File: src/rtl/axil_reg_slave.sv
// AXI4-Lite register slave: six RW control registers, a live read-only status
// word and a write-one-to-clear interrupt register. Write address and write
// data are accepted independently; one write and one read may be outstanding.
module axil_reg_slave #(
  parameter int C_AXI_DATA_WIDTH = 32,
  parameter int C_AXI_ADDR_WIDTH = 8
) (
  input  logic                            AXI_ACLK,
  input  logic                            AXI_ARESET,
  // write address channel
  input  logic [C_AXI_ADDR_WIDTH-1:0]     AXI_AWADDR,
  input  logic [2:0]                      AXI_AWPROT,
  input  logic                            AXI_AWVALID,
  output logic                            AXI_AWREADY,
  // write data channel
  input  logic [C_AXI_DATA_WIDTH-1:0]     AXI_WDATA,
  input  logic [C_AXI_DATA_WIDTH/8-1:0]   AXI_WSTRB,
  input  logic                            AXI_WVALID,
  output logic                            AXI_WREADY,
  // write response channel
  output logic [1:0]                      AXI_BRESP,
  output logic                            AXI_BVALID,
  input  logic                            AXI_BREADY,
  // read address channel
  input  logic [C_AXI_ADDR_WIDTH-1:0]     AXI_ARADDR,
  input  logic [2:0]                      AXI_ARPROT,
  input  logic                            AXI_ARVALID,
  output logic                            AXI_ARREADY,
  // read data channel
  output logic [C_AXI_DATA_WIDTH-1:0]     AXI_RDATA,
  output logic [1:0]                      AXI_RRESP,
  output logic                            AXI_RVALID,
  input  logic                            AXI_RREADY,
  // register fabric side
  output logic [6*C_AXI_DATA_WIDTH-1:0]   REGS_OUT,
  input  logic [C_AXI_DATA_WIDTH-1:0]     STATUS_IN,
  input  logic [C_AXI_DATA_WIDTH-1:0]     IRQ_SET,
  output logic                            IRQ
);

  localparam int DW     = C_AXI_DATA_WIDTH;
  localparam int SW     = C_AXI_DATA_WIDTH / 8;
  localparam int NUM_RW = 6;
  // Word index: byte address with the two lane-select bits dropped.
  localparam int IDX_W  = C_AXI_ADDR_WIDTH - 2;

  localparam logic [IDX_W-1:0] IDX_NUM_RW = IDX_W'(NUM_RW);
  localparam logic [IDX_W-1:0] IDX_STATUS = IDX_W'(6);
  localparam logic [IDX_W-1:0] IDX_IRQ    = IDX_W'(7);

  localparam logic [1:0] RESP_OKAY   = 2'b00;
  localparam logic [1:0] RESP_SLVERR = 2'b10;

  // ---------------------------------------------------------------------------
  // State
  // ---------------------------------------------------------------------------
  logic             ready_en_reg;
  logic             aw_held_reg;
  logic [IDX_W-1:0] aw_idx_reg;
  logic             w_held_reg;
  logic [DW-1:0]    w_data_reg;
  logic [SW-1:0]    w_strb_reg;
  logic             bvalid_reg;
  logic [1:0]       bresp_reg;
  logic             rvalid_reg;
  logic [1:0]       rresp_reg;
  logic [DW-1:0]    rdata_reg;
  logic [DW-1:0]    regs_reg [0:NUM_RW-1];
  logic [DW-1:0]    irq_reg;

  // ---------------------------------------------------------------------------
  // Combinational helpers
  // ---------------------------------------------------------------------------
  logic             awready;
  logic             wready;
  logic             arready;
  logic             aw_hs;
  logic             w_hs;
  logic             ar_hs;
  logic             commit;
  logic [IDX_W-1:0] cm_idx;
  logic [DW-1:0]    cm_data;
  logic [SW-1:0]    cm_strb;
  logic [DW-1:0]    cm_mask;
  logic             cm_is_rw;
  logic             cm_is_status;
  logic             cm_is_irq;
  logic [1:0]       bresp_next;
  logic [NUM_RW-1:0] rw_wr_en;
  logic [DW-1:0]    irq_clear;
  logic [DW-1:0]    irq_next;
  logic [IDX_W-1:0] rd_idx;
  logic [DW-1:0]    rdata_next;
  logic [1:0]       rresp_next;
  logic             sig_unused;

  // Protection bits and byte-lane address bits carry no meaning here.
  assign sig_unused = ^{AXI_AWPROT, AXI_ARPROT, AXI_AWADDR[1:0], AXI_ARADDR[1:0]};

  // Readies are gated by reset so they read 0 for the whole reset period,
  // including the cycle in which reset is first raised.
  assign awready = ready_en_reg & ~AXI_ARESET & ~aw_held_reg & ~bvalid_reg;
  assign wready  = ready_en_reg & ~AXI_ARESET & ~w_held_reg  & ~bvalid_reg;
  assign arready = ready_en_reg & ~AXI_ARESET & ~rvalid_reg;

  assign aw_hs = AXI_AWVALID & awready;
  assign w_hs  = AXI_WVALID  & wready;
  assign ar_hs = AXI_ARVALID & arready;

  // A channel counts as "held" either from its latch or from a handshake in
  // this very cycle, so same-cycle AW+W commits without an extra wait state.
  assign commit  = (aw_held_reg | aw_hs) & (w_held_reg | w_hs);
  assign cm_idx  = aw_hs ? AXI_AWADDR[C_AXI_ADDR_WIDTH-1:2] : aw_idx_reg;
  assign cm_data = w_hs  ? AXI_WDATA : w_data_reg;
  assign cm_strb = w_hs  ? AXI_WSTRB : w_strb_reg;

  // Expand byte strobes into a bit mask.
  generate
    for (genvar gi = 0; gi < SW; gi++) begin : g_strb_mask
      assign cm_mask[gi*8 +: 8] = {8{cm_strb[gi]}};
    end
  endgenerate

  assign cm_is_rw     = (cm_idx < IDX_NUM_RW);
  assign cm_is_status = (cm_idx == IDX_STATUS);
  assign cm_is_irq    = (cm_idx == IDX_IRQ);
  assign bresp_next   = (cm_is_rw | cm_is_status | cm_is_irq) ? RESP_OKAY : RESP_SLVERR;

  // One write enable per RW register.
  generate
    for (genvar gi = 0; gi < NUM_RW; gi++) begin : g_wr_en
      assign rw_wr_en[gi] = commit & (cm_idx == IDX_W'(gi));
    end
  endgenerate

  // W1C clear vector; IRQ_SET has priority over a clear of the same bit.
  assign irq_clear = (commit & cm_is_irq) ? (cm_data & cm_mask) : '0;
  assign irq_next  = IRQ_SET | (irq_reg & ~irq_clear);

  assign rd_idx = AXI_ARADDR[C_AXI_ADDR_WIDTH-1:2];

  // Read mux: selects the current (pre-commit) value of the addressed source.
  always_comb begin
    rdata_next = '0;
    rresp_next = RESP_SLVERR;
    if (rd_idx < IDX_NUM_RW) begin
      rresp_next = RESP_OKAY;
      for (int i = 0; i < NUM_RW; i++) begin
        if (rd_idx == IDX_W'(i)) begin
          rdata_next = regs_reg[i];
        end
      end
    end else if (rd_idx == IDX_STATUS) begin
      rdata_next = STATUS_IN;
      rresp_next = RESP_OKAY;
    end else if (rd_idx == IDX_IRQ) begin
      rdata_next = irq_reg;
      rresp_next = RESP_OKAY;
    end
  end

  // ---------------------------------------------------------------------------
  // Sequential logic
  // ---------------------------------------------------------------------------

  // Enables the readies from the first cycle after reset is released.
  always_ff @(posedge AXI_ACLK) begin
    if (AXI_ARESET) begin
      ready_en_reg <= 1'b0;
    end else begin
      ready_en_reg <= 1'b1;
    end
  end

  // Latch the write address until the commit consumes it.
  always_ff @(posedge AXI_ACLK) begin
    if (AXI_ARESET) begin
      aw_held_reg <= 1'b0;
      aw_idx_reg  <= '0;
    end else if (commit) begin
      aw_held_reg <= 1'b0;
    end else if (aw_hs) begin
      aw_held_reg <= 1'b1;
      aw_idx_reg  <= AXI_AWADDR[C_AXI_ADDR_WIDTH-1:2];
    end
  end

  // Latch the write data and strobes until the commit consumes them.
  always_ff @(posedge AXI_ACLK) begin
    if (AXI_ARESET) begin
      w_held_reg <= 1'b0;
      w_data_reg <= '0;
      w_strb_reg <= '0;
    end else if (commit) begin
      w_held_reg <= 1'b0;
    end else if (w_hs) begin
      w_held_reg <= 1'b1;
      w_data_reg <= AXI_WDATA;
      w_strb_reg <= AXI_WSTRB;
    end
  end

  // Write response: raised by the commit, held until BREADY.
  always_ff @(posedge AXI_ACLK) begin
    if (AXI_ARESET) begin
      bvalid_reg <= 1'b0;
      bresp_reg  <= RESP_OKAY;
    end else if (commit) begin
      bvalid_reg <= 1'b1;
      bresp_reg  <= bresp_next;
    end else if (bvalid_reg && AXI_BREADY) begin
      bvalid_reg <= 1'b0;
    end
  end

  // RW register file with per-byte write strobes.
  always_ff @(posedge AXI_ACLK) begin
    if (AXI_ARESET) begin
      for (int i = 0; i < NUM_RW; i++) begin
        regs_reg[i] <= '0;
      end
    end else begin
      for (int i = 0; i < NUM_RW; i++) begin
        if (rw_wr_en[i]) begin
          regs_reg[i] <= (regs_reg[i] & ~cm_mask) | (cm_data & cm_mask);
        end
      end
    end
  end

  // Interrupt register: sticky set, write-one-to-clear.
  always_ff @(posedge AXI_ACLK) begin
    if (AXI_ARESET) begin
      irq_reg <= '0;
    end else begin
      irq_reg <= irq_next;
    end
  end

  // Read response: captured at the AR handshake, held until RREADY.
  always_ff @(posedge AXI_ACLK) begin
    if (AXI_ARESET) begin
      rvalid_reg <= 1'b0;
      rdata_reg  <= '0;
      rresp_reg  <= RESP_OKAY;
    end else if (ar_hs) begin
      rvalid_reg <= 1'b1;
      rdata_reg  <= rdata_next;
      rresp_reg  <= rresp_next;
    end else if (rvalid_reg && AXI_RREADY) begin
      rvalid_reg <= 1'b0;
    end
  end

  // ---------------------------------------------------------------------------
  // Outputs
  // ---------------------------------------------------------------------------
  assign AXI_AWREADY = awready;
  assign AXI_WREADY  = wready;
  assign AXI_ARREADY = arready;
  assign AXI_BVALID  = bvalid_reg;
  assign AXI_BRESP   = bresp_reg;
  assign AXI_RVALID  = rvalid_reg;
  assign AXI_RDATA   = rdata_reg;
  assign AXI_RRESP   = rresp_reg;
  assign IRQ         = |irq_reg;

  generate
    for (genvar gi = 0; gi < NUM_RW; gi++) begin : g_regs_out
      assign REGS_OUT[gi*DW +: DW] = regs_reg[gi];
    end
  endgenerate

endmodule

File: config.mk
export PLATFORM = sky130hd
export DESIGN_NAME = axil_reg_slave
export DESIGN_NICKNAME = d
export VERILOG_FILES = /design/src/rtl/axil_reg_slave.sv
export SDC_FILE = /design/constraint.sdc
export NUM_CORES = 1
export LEC_CHECK = 0
export ABC_AREA = 1
export ABC_CLOCK_PERIOD_IN_PS = 4500
export CORE_MARGIN = 4
export CORE_UTILIZATION = 54
export CTS_CLUSTER_SIZE = 40
export DETAILED_ROUTE_END_ITERATION = 8
export GPL_TIMING_DRIVEN = 0
export HOLD_SLACK_MARGIN = 0.1
export PLACE_DENSITY = 0.95
export SLEW_MARGIN = 30
export SYNTH_ARGS = -nofsm -noshare
export SYNTH_HDL_FRONTEND = slang
export SYNTH_SLANG_ARGS = --single-unit
File: constraint.sdc
create_clock -name AXI_ACLK -period 4.5 [get_ports AXI_ACLK]
set_input_delay 0.675 -clock AXI_ACLK [delete_from_list [all_inputs] [get_ports AXI_ACLK]]
set_output_delay 0.675 -clock AXI_ACLK [all_outputs]
set_load 0.005 [all_outputs]
### Word level (Yosys, flattened, before mapping)

Memories as Yosys holds them, arrays and structs flattened.
Index checks and enable logic that the tools add are counted.

* register bits: 115
* bits in writable memories: 192
* input port bits: 129
* output and inout bits: 234
* word-level logic and storage cells: 134
* memories kept: 1

Memory list
* regs_reg: depth 6, width 32, read ports 6, clocked after memory_dff 0, write ports 6, line 68 `logic [DW-1:0] regs_reg [0:NUM_RW-1];`

* order comparisons: 2
* equality and inequality tests: 14
* multiplexer cells: 48
* bitwise gates (word level): 49
* reductions and logical operators: 8

Operator list (count)
* two-way mux 32 bit: 17
* bitwise AND 32 bit: 8
* OR 32 bit: 7
* inverter 32 bit: 2
* equality test 6 x 3 -> 1 bit, second input constant: 8
* OR reduction 32 bit: 1
* two-way mux 1 bit: 25
* equality test 6 x 2 -> 1 bit, second input constant: 4
* bitwise AND 1 bit: 17
* equality test 6 x 1 -> 1 bit, second input constant: 2
* zero test 6 bit: 2
* < comparator 6 x 3 -> 1 bit, second input constant: 2
* OR 1 bit: 10
* two-way mux 2 bit: 4
* two-way mux 6 bit: 1
* inverter 1 bit: 5
* two-way mux 4 bit: 1
* nonzero test 2 bit: 2
* logical AND 1 bit: 2
* OR reduction 2 bit: 1

### Logic depth before layout (Yosys ltp)

Gate-level depths: netlist (run 1).

* depth after elaboration: 12
* mapped depth: 13
* depth with buffers taken out: 11

### Worst setup path after synthesis (run 1)

OpenSTA, ideal clock, no wires.

* kind: input to register
* from: in AXI_ARESET
* to: mem regs_reg[0][128] (netlist name) (enable)
* library setup time: 389 ps
* arrival: 2471 ps
* required time: 4111 ps
* slack: 1640 ps
* stages: 10
* buffers on the path: 1
* cells stage by stage: inv_2 > nand2_2 > nor2_8 > nand4_1 > nand2_1 > nand2_1 > nor2_4 > clkbuf_1 > nand3_1 > nand2_1

RTL lines
* start: declaration: line 9 `input logic AXI_ARESET,`
* end: declaration: line 68

### Final worst setup path (run 1)

* from: in AXI_ARADDR[3]
* to: reg rdata_reg[27] (netlist: AXI_RDATA[27])

* longest elaborated chain between the ends: 8
* elaborated cells between the ends (all ways): 18
* those cells by class: 1 x order compare; 7 x eq/ne; 9 x mux; 1 x reduce/logical

Ends and longest elaborated chain
* start: declaration: line 25 `input logic [C_AXI_ADDR_WIDTH-1:0] AXI_ARADDR,`
* zero test 6 bit: line 149 `if (rd_idx == IDX_W'(i)) begin`
* two-way mux 32 bit (6 in series): line 149
* two-way mux 32 bit *: line 146 `if (rd_idx < IDX_NUM_RW) begin`
* end signal: assignment: line 248 `rdata_reg <= rdata_next;`
* end: declaration: line 67 `logic [DW-1:0] rdata_reg;`

Mark *: on every way between the ends. The rest lies on a longest branch, timed or not.
A chain may end at the register's enable or synchronous reset.

==> impl_metrics.json, run 1 <==
{
  "reg2reg_from": "AXI_BVALID",
  "clockRootBuffer": "clkbuf_16",
  "power.share.clock_pct": 39.5,
  "worstPathMaxFanout": 10,
  "drt_iter0_markers": 2878,
  "max_slew_margin_pct": 39.9,
  "critPathRequiredTime_ns": 4.95,
  "wl_um": 60000,
  "synth_area_leaders": "edfxtp_1, dfxtp_1, nand2_1",
  "crit_path_end_kind": "flip-flop",
  "port_buffers": 349,
  "skew_ns": 0.0154,
  "hold_path_end": "irq_reg[9]",
  "worstPathCellList": "clkdlybuf4s50_1, inv_1, nor2_1, nand3_1, clkbuf_1, o211ai_1, a21oi_1, nand4_1, nand2_1, inv_1",
  "cpMostUsedCell": "inv_1",
  "netlist_area_mm2": 0.0150,
  "rows": 60,
  "synthMostInstantiatedCell": "nand2_1",
  "first_global_vias": 15500,
  "grt_first_pass_wirelength_um": 89400,
  "pre_cts_slack_ns": 0.824,
  "synth_edf_count": 192,
  "critPathKind": "primary input to flip-flop",
  "syn_avg_cell_area_um2": 7.97,
  "hold_buffers": 0,
  "coreArea_mm2": 0.0271,
  "swShare_pct": 25.9,
  "tightest_slew_ns": 0.894,
  "hold_violations": 0,
  "p_int_mw": 5.01,
  "vias_per_cell": 6.07,
  "ys_seq_elements": 305,
  "clock-sinks": 305,
  "ctsResizeCount": 0,
  "ant_nets": 0,
  "ios": 363,
  "synth_top_area_share_pct": 38.5,
  "numCtsBuffers": 34,
  "vias": 16200,
  "grt-ovfl-total": 0,
  "area_delta_synth_final_pct": 34.5,
  "rsz0062_at_grt": "no",
  "max-vdd-ir-drop_v": 0.000253,
  "clk_pin_slew_ns": 0.06,
  "dp_hpwl_um": 45200,
  "critPathSlowestCell": "nor2_1",
  "setup_violations": 0,
  "ys_warn_count": 0,
  "r2r_cells": 10,
  "fp.dieW_um": 175,
  "synth_largest_area_cell": "edfxtp_1",
  "cts_buffer_depth": 3,
  "clock_latency_ns": 0.51,
  "finalWorstSetupSlack_ns": 1.16,
  "hold_class": "flip-flop to flip-flop",
  "crit_arrival_ns": 3.79,
  "synth_common_cells": "nand2_1, inv_1, nor2_1",
  "p_switching_mw": 1.75,
  "outcome": "finished with violations",
  "tns_ns": 0,
  "powerDensity_mw_per_mm2": 335,
  "maxClockFrequency_ghz": 0.299,
  "crit_path_max_incr_delay_ns": 0.68,
  "drv_slew": 0,
  "dp_cells": 2610,
  "r2r_setup_slack_ns": 1.73,
  "nets": 2403,
  "wire_per_inst_um": 22.5,
  "cap_viol_max_count": 0,
  "drc": 1,
  "start_util_pct": 55.3,
  "drive_above_1_share_pct": 6.70,
  "largest_register_ffs": 192,
  "synth_ff_type": "edfxtp_1",
  "antenna_found_initial": 1,
  "num_antenna_cells": 0,
  "die_area_mm2": 0.0305,
  "p_seq_share_pct": 47.3,
  "min_path_cells": 2,
  "start_kind": "primary input",
  "final_cells": 2671,
  "die_y_um": 175,
  "async_flop_share_pct": 0,
  "postCtsSetupBuffers": 0,
  "routabilityCongestion": 0.967,
  "ys_types": 34,
  "globalRouteTotalUtil_pct": 37.6,
  "first_pass_iters": 9,
  "violations": "design-rule violations",
  "hp-start": "irq_reg[9]",
  "r2r_end": "regs_reg[0][109]",
  "fin_crit_sh_pct": 74.2,
  "fin_crit_ns": 3.34,
  "syn_inst": 1882,
  "power_frac_comb_pct": 13.2,
  "htree_levels": 2,
  "ys_seq_area_share_pct": 53.5,
  "grt_max_degree": 22,
  "cts_tree": "built",
  "power_leakage_nw": 8.08
}
[layout make-up]
type,instances,area [um2]
Clock inverter,7,40.0
Sequential cell,305,8030
Tap cell,372,465
Clock buffer,54,1010
Buffer,108,467
Timing Repair Buffer,355,3640
Inverter,294,1100
Multi-Input combinational cell,1176,5410
Fill cell,1933,6930
[cell families after synthesis]
family / Yosys count / synth area share, %
flip-flops: 305 / 53.5
AO/OA/AOI/OAI: 370 / 13.3
AND/OR/NAND/NOR: 804 / 22.7
buffers and inverters: 402 / 10.5
other: 1 / 0.0250
[stage by stage]
step / utilization [%] / total power [mW] / hold slack, ns / area [um2]
floorplan: - / 3.61 / 0.439 / 15000
global placement: 69.9 / 4.06 / 0.448 / 19000
detailed placement: 70.5 / 4.10 / 0.453 / 19100
CTS: 74.4 / 6.70 / 0.462 / 20200
global route: 74.4 / 6.92 / 0.476 / 20200
finish: 74.4 / 6.76 / 0.461 / 20200
[critical path, delay by kind of cell]
kind            cells  cell delay, ns
buf+inv             4            1.14
simple gates        4            1.57
compound gates      2            0.40
[worst max-delay path by stage]
stage | start | end | slack (ns)
finish | AXI_ARADDR[3] | AXI_RDATA[27] | 1.16
global route | AXI_ARESET | regs_reg[0][155] | 1.03
CTS | AXI_ARESET | regs_reg[0][148] | 1.32
detailed placement | AXI_ARESET | regs_reg[0][108] | 0.82
global placement | AXI_ARESET | regs_reg[0][108] | 0.22
floorplan | AXI_ARESET | regs_reg[0][128] | 1.64
[routing by layer]
metal / track usage (%) / routed length [um] / vias up / part of all wire (%)
li1: - / - / 6963 / -
met1: 48.1 / 20100 / 7322 / 34
met2: 61.0 / 26900 / 1628 / 45
met3: 8.05 / 8870 / 307 / 15
met4: 19.0 / 4090 / 2 / 6.8
met5: 0 / 17 / - / 0.028
[power groups by stage]
| stage | Combinational [mW] | Clock [mW] | Sequential (mW) |
|---|---|---|---|
| 2_1_floorplan | 0.388 | 0 | 3.22 |
| 3_3_place_gp | 0.815 | 0 | 3.24 |
| 3_5_place_dp | 0.856 | 0 | 3.24 |
| 4_1_cts | 0.867 | 2.65 | 3.19 |
| 5_1_grt | 0.954 | 2.77 | 3.20 |
| 6_report | 0.892 | 2.67 | 3.19 |
[cell usage in the layout (no fill, tap or decap), types with 37 or more instances in the layout]
cell type | synthesis | final
nand2_1 | 433 | 427
clkdlybuf4s50_1 | 0 | 349
inv_1 | 256 | 256
nor2_1 | 206 | 206
a21oi_1 | 193 | 193
edfxtp_1 | 192 | 192
dfxtp_1 | 113 | 113
nand3_1 | 75 | 75
clkbuf_1 | 61 | 73
nand4_1 | 71 | 71
o21ai_0 | 59 | 59
o21ai_1 | 43 | 43
o22ai_1 | 39 | 39
inv_2 | 37 | 37
buf_2 | 37 | 37
No activity file was read; power rests on OpenSTA's default activity.
==> run 2, diff against run 1 <==
ABC_CLOCK_PERIOD_IN_PS = 3500   (was 4500)
CORE_UTILIZATION = 50   (was 54)
PLACE_DENSITY = 0.9   (was 0.95)
clock period = 3.5 ns   (was 4.5 ns; I/O delays follow)
==> impl_metrics.json, run 2 (synthesis gave the netlist of run 1 again) <==
{
  "outcome": "finished clean",
  "routabilityCongestion": 0.934,
  "worstPathCellList": "inv_1, nand4_1, nor4_1, nand4_1, clkdlybuf4s50_1",
  "final_cells": 2689,
  "grt_max_degree": 23,
  "setup_violations": 0,
  "die_y_um": 181,
  "first_pass_iters": 6,
  "port_buffers": 349,
  "start_util_pct": 50.6,
  "htree_levels": 2,
  "hold_class": "flip-flop to flip-flop",
  "maxClockFrequency_ghz": 0.315,
  "route.met2.wl_um": 27800,
  "wl_met3_um": 8430,
  "area_delta_synth_final_pct": 35.1,
  "grt_first_pass_wirelength_um": 89900,
  "drv_slew": 0,
  "rsz0062_at_grt": "no",
  "fp.dieW_um": 181,
  "fin_crit_ns": 3.18,
  "coreArea_mm2": 0.0296,
  "first_global_vias": 15400,
  "critPathTopFamily": "simple AND/OR/NAND/NOR gates",
  "cap_viol_max_count": 0,
  "cts_tree": "built",
  "nets": 2403,
  "clockRootBuffer": "clkbuf_16",
  "top_layer": "met5",
  "wl_met1_um": 21400,
  "start_kind": "flip-flop",
  "skew_ns": 0.0245,
  "hold_violations": 0,
  "rows": 63,
  "max-vdd-ir-drop_v": 0.000319,
  "finalWorstSetupSlack_ns": 0.324,
  "drc": 0,
  "tightest_slew_ns": 0.848,
  "hp-start": "irq_reg[26]",
  "die_area_mm2": 0.0328,
  "dp_hpwl_um": 45900,
  "pre_cts_slack_ns": -0.0142,
  "ant_nets": 0,
  "crit_path_end_kind": "primary output",
  "tns_ns": 0,
  "wl_um": 61100,
  "cpMostUsedCell": "nand4_1",
  "cts_buffer_depth": 3,
  "power_leakage_nw": 8.11,
  "vias_per_cell": 5.99,
  "critPathRequiredTime_ns": 2.97,
  "hold_buffers": 0,
  "clock_latency_ns": 0.52,
  "clock-sinks": 305,
  "num_antenna_cells": 0,
  "multiInputGateArea_mm2": 0.00541,
  "ios": 363,
  "final_cell_mix": "nand2_1, clkdlybuf4s50_1, inv_1",
  "hold_path_end": "irq_reg[26]",
  "critPathKind": "flip-flop to primary output",
  "r2r_end": "regs_reg[0][144]",
  "worstPathMaxFanout": 2,
  "crit_path_max_incr_delay_ns": 0.74,
  "globalRouteTotalUtil_pct": 35.1,
  "drt_iter0_markers": 2523,
  "ctsResizeCount": 0,
  "wire_per_inst_um": 22.7,
  "largest_register_ffs": 192,
  "reg2reg_from": "AXI_BVALID",
  "fill_cells": 2344,
  "postCtsSetupBuffers": 0,
  "crit_arrival_ns": 2.65,
  "drive_above_1_share_pct": 6.79,
  "r2r_setup_slack_ns": 0.63,
  "fin_crit_sh_pct": 90.7,
  "critPathSlowestCell": "nor4_1",
  "max_slew_margin_pct": 43.1,
  "path_buf_inv": 2,
  "r2r_cells": 10,
  "antenna_found_initial": 4,
  "regArea_mm2": 0.00803,
  "min_path_cells": 2,
  "numCtsBuffers": 34,
  "vias": 16100,
  "dp_cells": 2628,
  "clk_pin_slew_ns": 0.06,
  "powerDensity_mw_per_mm2": 437,
  "grt-ovfl-total": 0,
  "final_common_cell": "nand2_1"
}
## run 2: tightest hold or removal path: stages, from the launching register on
cell and delay, ns:
dfxtp_1 0.31, nand2_1 0.06, a21oi_1 0.05
## run 2: layout make-up
| class | instances | share of cell area [%] |
|---|---|---|
| well taps | 390 | 2.41 |
| inverters | 294 | 5.45 |
| clock buffers | 50 | 4.91 |
| clock inverters | 11 | 0.544 |
| flip-flops and latches | 305 | 39.6 |
| multi-input cells | 1176 | 26.7 |
| repair buffers | 355 | 18.0 |
| plain buffers | 108 | 2.30 |
## run 2: worst max path at each step
stage                     start                to  slack (ns)  cells past startpoint
floorplan            AXI_ARESET  regs_reg[0][128]        0.79                     10
detailed placement   AXI_ARESET  regs_reg[0][143]       -0.01                     12
finish              irq_reg[11]               IRQ        0.32                      5
global placement     AXI_ARESET  regs_reg[0][108]       -0.62                     11
global route         AXI_ARESET  regs_reg[0][144]        0.24                     12
CTS                 irq_reg[11]               IRQ        0.39                      5
## run 2: where the power goes
| group | total, mW | switching (mW) | internal (mW) |
|---|---|---|---|
| Clock | 3.60 | 1.48 | 2.12 |
| Sequential | 4.11 | 0.134 | 3.97 |
| Combinational | 1.15 | 0.672 | 0.479 |
## run 2: metal layers
metal,GRT usage (%),up-vias
met1,44.6,7429
met2,57.0,1456
met4,16.1,8
li1,-,6961
met3,8.60,242
met5,0,-
## run 2: stage by stage
stage          hold WS (ns)  power (mW)  util (%)  cell area, um2
4_1_cts               0.465        8.80      68.3           20300
3_5_place_dp          0.453        5.28      64.6           19100
3_3_place_gp          0.447        5.24      64.0           19000
6_report              0.464        8.86      68.3           20300
2_1_floorplan         0.439        4.64         -           15000
5_1_grt               0.478        9.07      68.3           20300
